File: config.mk
export PLATFORM = sky130hd
export DESIGN_NAME = signal_head_monitor
export DESIGN_NICKNAME = d
export VERILOG_FILES = /design/src/rtl/signal_head_monitor.sv
export SDC_FILE = /design/constraint.sdc
export NUM_CORES = 1
export LEC_CHECK = 0
export ABC_AREA = 1
export BUFFER_PORTS_ARGS = -buffer_cell sky130_fd_sc_hd__buf_2
export CORE_MARGIN = 1.5
export CORE_UTILIZATION = 45
export CTS_BUF_LIST = sky130_fd_sc_hd__clkbuf_4 sky130_fd_sc_hd__clkbuf_8
export CTS_CLUSTER_DIAMETER = 30
export DETAILED_ROUTE_END_ITERATION = 8
export PLACE_DENSITY = 0.66
export SETUP_SLACK_MARGIN = 0.02
export SLEW_MARGIN = 30
export SYNTH_ARGS = -nofsm -noshare
export SYNTH_HDL_FRONTEND = slang
export SYNTH_SLANG_ARGS = --single-unit
File: constraint.sdc
create_clock -name clk -period 2 [get_ports clk]
set_input_delay 0.3 -clock clk [delete_from_list [all_inputs] [get_ports clk]]
set_output_delay 0.3 -clock clk [all_outputs]
set_load 0.01 [all_outputs]
File: src/rtl/signal_head_monitor.sv
// rtl/signal_head_monitor.sv - lamp-stream checker with latched flashing-red fail-safe
module signal_head_monitor #(
   parameter int  roads        = 4,
   parameter int  timeout      = 255,
   parameter int  blink_period = 8,
   localparam int roads_size   = (roads > 1) ? $clog2(roads) : 1
) (
   input  logic                  clk,
   input  logic                  reset,
   input  logic [2:0]            light_out,
   input  logic [roads_size-1:0] road,
   input  logic                  light_valid,
   input  logic                  clear_fault,
   output logic [3*roads-1:0]    lamps,
   output logic                  fault,
   output logic [2:0]            fault_code,
   output logic [roads_size-1:0] active_road,
   output logic                  any_go
);
   localparam int wd_w = (timeout > 0) ? $clog2(timeout + 1) : 1;
   localparam int bl_w = (blink_period > 1) ? $clog2(blink_period) : 1;
   localparam logic [wd_w-1:0] wd_limit = wd_w'(timeout);
   localparam logic [bl_w-1:0] bl_last  = bl_w'(blink_period - 1);

   localparam logic [2:0] red    = 3'b100;
   localparam logic [2:0] yellow = 3'b010;
   localparam logic [2:0] green  = 3'b001;

   localparam logic [2:0] fc_none     = 3'd0;
   localparam logic [2:0] fc_code     = 3'd1;
   localparam logic [2:0] fc_seq      = 3'd2;
   localparam logic [2:0] fc_conflict = 3'd3;
   localparam logic [2:0] fc_timeout  = 3'd4;

   localparam logic [3*roads-1:0] all_red = {roads{red}};

   typedef enum logic [1:0] {s_init, s_run, s_fault} state_t;

   state_t                state;
   logic [2:0]            stored [roads];
   logic [wd_w-1:0]       wd_cnt;
   logic [bl_w-1:0]       blink_cnt;
   logic                  blink_on;

   logic                  code_err;
   logic                  conflict_err;
   logic                  seq_err;
   logic [2:0]            cur;
   logic [2:0]            hit_code;
   logic [2:0]            st_app [roads];
   logic [3*roads-1:0]    app_lamps;
   logic [roads_size-1:0] app_active;
   logic                  app_go;

   always_comb begin
      code_err = !(light_out inside {red, yellow, green}) || (int'(road) >= roads);

      cur = red;
      if (!code_err) cur = stored[road];

      conflict_err = 1'b0;
      for (int r = 0; r < roads; r++) begin
         if (r != int'(road) && stored[r] != red && light_out != red) conflict_err = 1'b1;
      end

      seq_err = !((light_out == cur) ||
                  (cur == red    && light_out == green)  ||
                  (cur == green  && light_out == yellow) ||
                  (cur == yellow && light_out == red));

      // Stored image as it would look if this sample were accepted
      st_app = stored;
      if (!code_err) st_app[road] = light_out;

      app_lamps  = '0;
      app_active = '0;
      app_go     = 1'b0;
      for (int r = 0; r < roads; r++) begin
         app_lamps[3*r +: 3] = st_app[r];
         if (st_app[r] != red) begin
            app_active = roads_size'(r);
            app_go     = 1'b1;
         end
      end

      hit_code = fc_none;
      if (state != s_fault) begin
         if (light_valid) begin
            if (code_err)          hit_code = fc_code;
            else if (conflict_err) hit_code = fc_conflict;
            else if (seq_err)      hit_code = fc_seq;
         end else if (state == s_run && wd_cnt == wd_limit) begin
            hit_code = fc_timeout;
         end
      end
   end

   always_ff @(posedge clk or negedge reset) begin
      if (!reset) begin
         state <= s_init;
         for (int r = 0; r < roads; r++) stored[r] <= red;
         lamps       <= all_red;
         fault       <= 1'b0;
         fault_code  <= fc_none;
         active_road <= '0;
         any_go      <= 1'b0;
         wd_cnt      <= '0;
         blink_cnt   <= '0;
         blink_on    <= 1'b0;
      end else begin
         case (state)
            s_init, s_run: begin
               if (hit_code != fc_none) begin
                  state       <= s_fault;
                  fault       <= 1'b1;
                  fault_code  <= hit_code;
                  lamps       <= all_red;
                  blink_cnt   <= '0;
                  blink_on    <= 1'b1;
                  active_road <= '0;
                  any_go      <= 1'b0;
               end else if (light_valid) begin
                  state       <= s_run;
                  stored      <= st_app;
                  lamps       <= app_lamps;
                  active_road <= app_active;
                  any_go      <= app_go;
                  wd_cnt      <= '0;
               end else if (state == s_run && wd_cnt != wd_limit) begin
                  wd_cnt <= wd_cnt + 1'b1;
               end
            end
            s_fault: begin
               if (clear_fault) begin
                  state <= s_init;
                  for (int r = 0; r < roads; r++) stored[r] <= red;
                  lamps       <= all_red;
                  fault       <= 1'b0;
                  fault_code  <= fc_none;
                  active_road <= '0;
                  any_go      <= 1'b0;
                  wd_cnt      <= '0;
                  blink_cnt   <= '0;
                  blink_on    <= 1'b0;
               end else if (blink_cnt == bl_last) begin
                  blink_cnt <= '0;
                  blink_on  <= !blink_on;
                  lamps     <= blink_on ? '0 : all_red;
               end else begin
                  blink_cnt <= blink_cnt + 1'b1;
               end
            end
            default: state <= s_init;
         endcase
      end
   end
endmodule
==> out/summary.txt <==
First-pass GRT wire length = 12300 um
YS warnings = 0
Leak Pwr = 2.03 nW
Maximum VDD drop = 0.000864 V
Worst r2r src = stored[5]
Met1 Wirelength = 3500 um
Fin util = 64.5%
Final clock skew = 6.64 ps
Non-filler cells, final = 553
Startpoint type of the worst setup path = flip-flop
Metal2 WL = 4150 um
Max-Cap Viols = 0
Clock buffer depth = 2
Initial core utilization = 47.2%
Reg2reg setup slack = -30 ps
Cell variety after synth = 34
Layout cell share with drive strength beyond 1 = 35.8%
Overall die width = 82.2 um
Core area = 0.00599 mm2
Grt total ovfl = 0
# H-tree levels = 2
Via count = 2972
Critical-path cell list = nand3_1 -> nand2_1 -> nor2_1 -> nand3_1 -> nand2_2 -> nand2_2 -> nand3_2 -> nand2_2 -> nand2_4 -> buf_6 -> nand4_4 -> nand2_4 -> clkbuf_16 -> nand2_2 -> nand2_1
DR top layer = met4
Crit path top cell by count = nand2_2
Final setup violating endpoints = 13
Die area = 0.00676 mm2
Nets@finish = 489
Failing checks = negative hold slack, negative setup slack
CP max-delay cell = dfstp_2
DRT iter0 DRCs = 174
P&R area growth vs syn = 36.8%
CTS tree = done
Pwr per Cell Area = 1420 mW/mm2
Hold_ws = -6.45 ps
Row count = 28
Worst Path Required = 2190 ps
Critical path class = flip-flop to flip-flop
Root Buffer = clkbuf_8
Io pins = 28
Fmax = 493 MHz
Type of the tightest min-delay check = input port to asynchronous set/reset pin
Number of global-route vias before repair = 2739
ANT cells = 0
Worst Max-Slew Pin Slew = 733 ps
Overall power = 5.49 mW
WL/cell = 14.7 um
Total CTS buffers = 5
Pin count of the biggest net entering global routing = 25
Seq/Total Area, Yosys = 40.2%
Clk_lat worst skew = 290 ps
Syn nets = 408
Post-synthesis cell area = 0.00283 mm2
Clock slew at reported path FFs = 90 ps
Slew Viols, Final = 0
Fin crit period = 2030 ps
Inst Count DP = 536
Detailed Routing Iterations Pass 1 = 4
Avg Cell Area, Syn = 7.13 um2
Outcome = finished with violations
Critical path's largest stage delay = 620 ps
Relative slew slack = 51.0%
Cts hold-fix bufs = 0
CP endpoint kind = flip-flop
GRT Resource Usage Total = 23.8%
Period utilization = 101%
GP Congestion = 0.914
DRC = 0
CP max FO = 6
Synth Register Bits = 45
RSZ-0062 raised after global routing = true
Final Worst Setup Slack = -28.7 ps
Routed met3 length = 403 um
Critical Path Start = stored[5]
Post-Route WL = 8130 um
Routed vias/inst = 5.37
PortBufs = 27
Syn Inst Count = 396
Final antenna-violating net count = 0
Antenna violations before repair = 0
# clock sinks = 45
Die height = 82.2 um
Crit path arrival time = 2220 ps
Post-DP HPWL = 5550 um
Final hold vios = 9
-- layout by cell type (no fill, tap or decap), types with 2 or more instances in the layout --
| cell | Yosys | routed |
|---|---|---|
| a21oi_1 | 15 | 15 |
| a22oi_1 | 4 | 4 |
| buf_12 | 1 | 6 |
| buf_2 | 3 | 27 |
| buf_4 | 1 | 46 |
| buf_6 | 4 | 4 |
| clkbuf_16 | 0 | 4 |
| clkbuf_8 | 0 | 6 |
| dfrtp_1 | 37 | 37 |
| dfstp_2 | 8 | 8 |
| ha_1 | 3 | 2 |
| inv_1 | 32 | 30 |
| inv_2 | 3 | 5 |
| nand2_1 | 137 | 105 |
| nand2_2 | 2 | 31 |
| nand2_4 | 3 | 4 |
| nand2_8 | 1 | 3 |
| nand3_1 | 58 | 49 |
| nand3_2 | 1 | 9 |
| nand4_1 | 12 | 12 |
| nor2_1 | 36 | 34 |
| nor2_2 | 1 | 2 |
| nor2_4 | 1 | 2 |
| nor3_1 | 2 | 2 |
| nor3b_1 | 2 | 2 |
| o21ai_0 | 7 | 6 |
| o21ai_1 | 8 | 7 |
| o21ai_2 | 1 | 3 |
| or2_2 | 4 | 4 |
-- metal layers --
metal	up-vias	global-route usage (%)
li1	1452	-
met1	1432	30.4
met2	77	40.8
met3	11	4.07
met4	0	7.12
met5	-	0
-- worst paths after layout --
kind	endpoint	cells after the start
max in group asynchronous	stored[2]	2
max reg2reg	lamps[10]	15
max	lamps[10]	15
min in group clk	blink_cnt[0]	2
min	fault_code[1]	1
min reg2reg	lamps[11]	2
-- power by group --
group / switching, mW / internal [mW] / leakage (nW)
Combinational: 1.79 / 1.38 / 1.39
Clock: 0.309 / 0.421 / 0.0619
Sequential: 0.287 / 1.31 / 0.583
Total: 2.38 / 3.11 / 2.03
-- registers in the layout, indices dropped and copies added, names as in the netlist --
| name | count |
|---|---|
| active_road | 2 |
| stored | 12 |
| state | 2 |
| fault_code | 3 |
| fault | 1 |
| lamps | 12 |
| blink_on | 1 |
| wd_cnt | 8 |
| any_go | 1 |
| blink_cnt | 3 |
-- what timing repair did --
| item | 4_1_cts | 5_1_grt |
|---|---|---|
| setup buffers | 1 | 3 |
| pin swaps | 4 | 18 |
| gates cloned | 0 | 5 |
| setup endpoints to repair | 27 | 45 |
| hold endpoints to repair | 0 | 0 |
| resized for setup | 11 | 51 |
-- area by class of cell --
class | instances | area, um2
fillers | 532 | 2120
flip-flops and latches | 45 | 1140
well taps | 75 | 93.8
inverters | 35 | 131
clock inverters | 1 | 30.0
multi-input cells | 303 | 1640
repair buffers | 87 | 746
clock buffers | 7 | 90.1
-- cells by family after synthesis --
group	share of synthesized area, %
simple gates	42.1
buf+inv	8.68
flops	40.2
compound gates	7.40
fa+ha+maj	1.33
xor+xnor	0.310
-- critical path, delay by kind of cell, from the launching register on --
kind / cells / cell delay (ps)
buffers and inverters: 2 / 310
flip-flops: 1 / 620
AND/OR/NAND/NOR: 13 / 980
-- per-stage QoR --
| step | hold WS (ps) | area (um2) | worst slack, ps | setup TNS, ps |
|---|---|---|---|---|
| after global placement | 319 | 3390 | -90.5 | -1790 |
| final | -6.45 | 3870 | -28.7 | -138 |
| after CTS | 2.70 | 3550 | -21.0 | -21.0 |
| after floorplan | 4.41 | 2830 | 24.5 | 0 |
| after global routing | 22.5 | 3870 | -152 | -3750 |
| after detailed placement | 322 | 3390 | -100 | -2040 |
-- synth_stat cells --
cell / count / area (um2)
a21oi_1: 15 / 75.1
a22oi_1: 4 / 30.0
and2_4: 1 / 8.76
buf_12: 1 / 20.0
buf_2: 3 / 15.0
buf_4: 1 / 7.51
buf_6: 4 / 45.0
buf_8: 1 / 15.0
clkbuf_1: 3 / 11.3
dfrtp_1: 37 / 926
dfstp_2: 8 / 210
ha_1: 3 / 37.5
inv_1: 32 / 120
inv_2: 3 / 11.3
nand2_1: 137 / 514
nand2_2: 2 / 12.5
nand2_4: 3 / 33.8
nand2_8: 1 / 20.0
nand3_1: 58 / 290
nand3_2: 1 / 10.0
nand4_1: 12 / 75.1
nand4_4: 1 / 21.3
nor2_1: 36 / 135
nor2_2: 1 / 6.26
nor2_4: 1 / 11.3
nor3_1: 2 / 10.0
nor3b_1: 2 / 15.0
o211ai_2: 1 / 12.5
o21ai_0: 7 / 35.0
o21ai_1: 8 / 40.0
o21ai_2: 1 / 8.76
o31ai_1: 1 / 7.51
or2_2: 4 / 25.0
xnor2_1: 1 / 8.76
No activity file was read; power rests on OpenSTA's default activity.
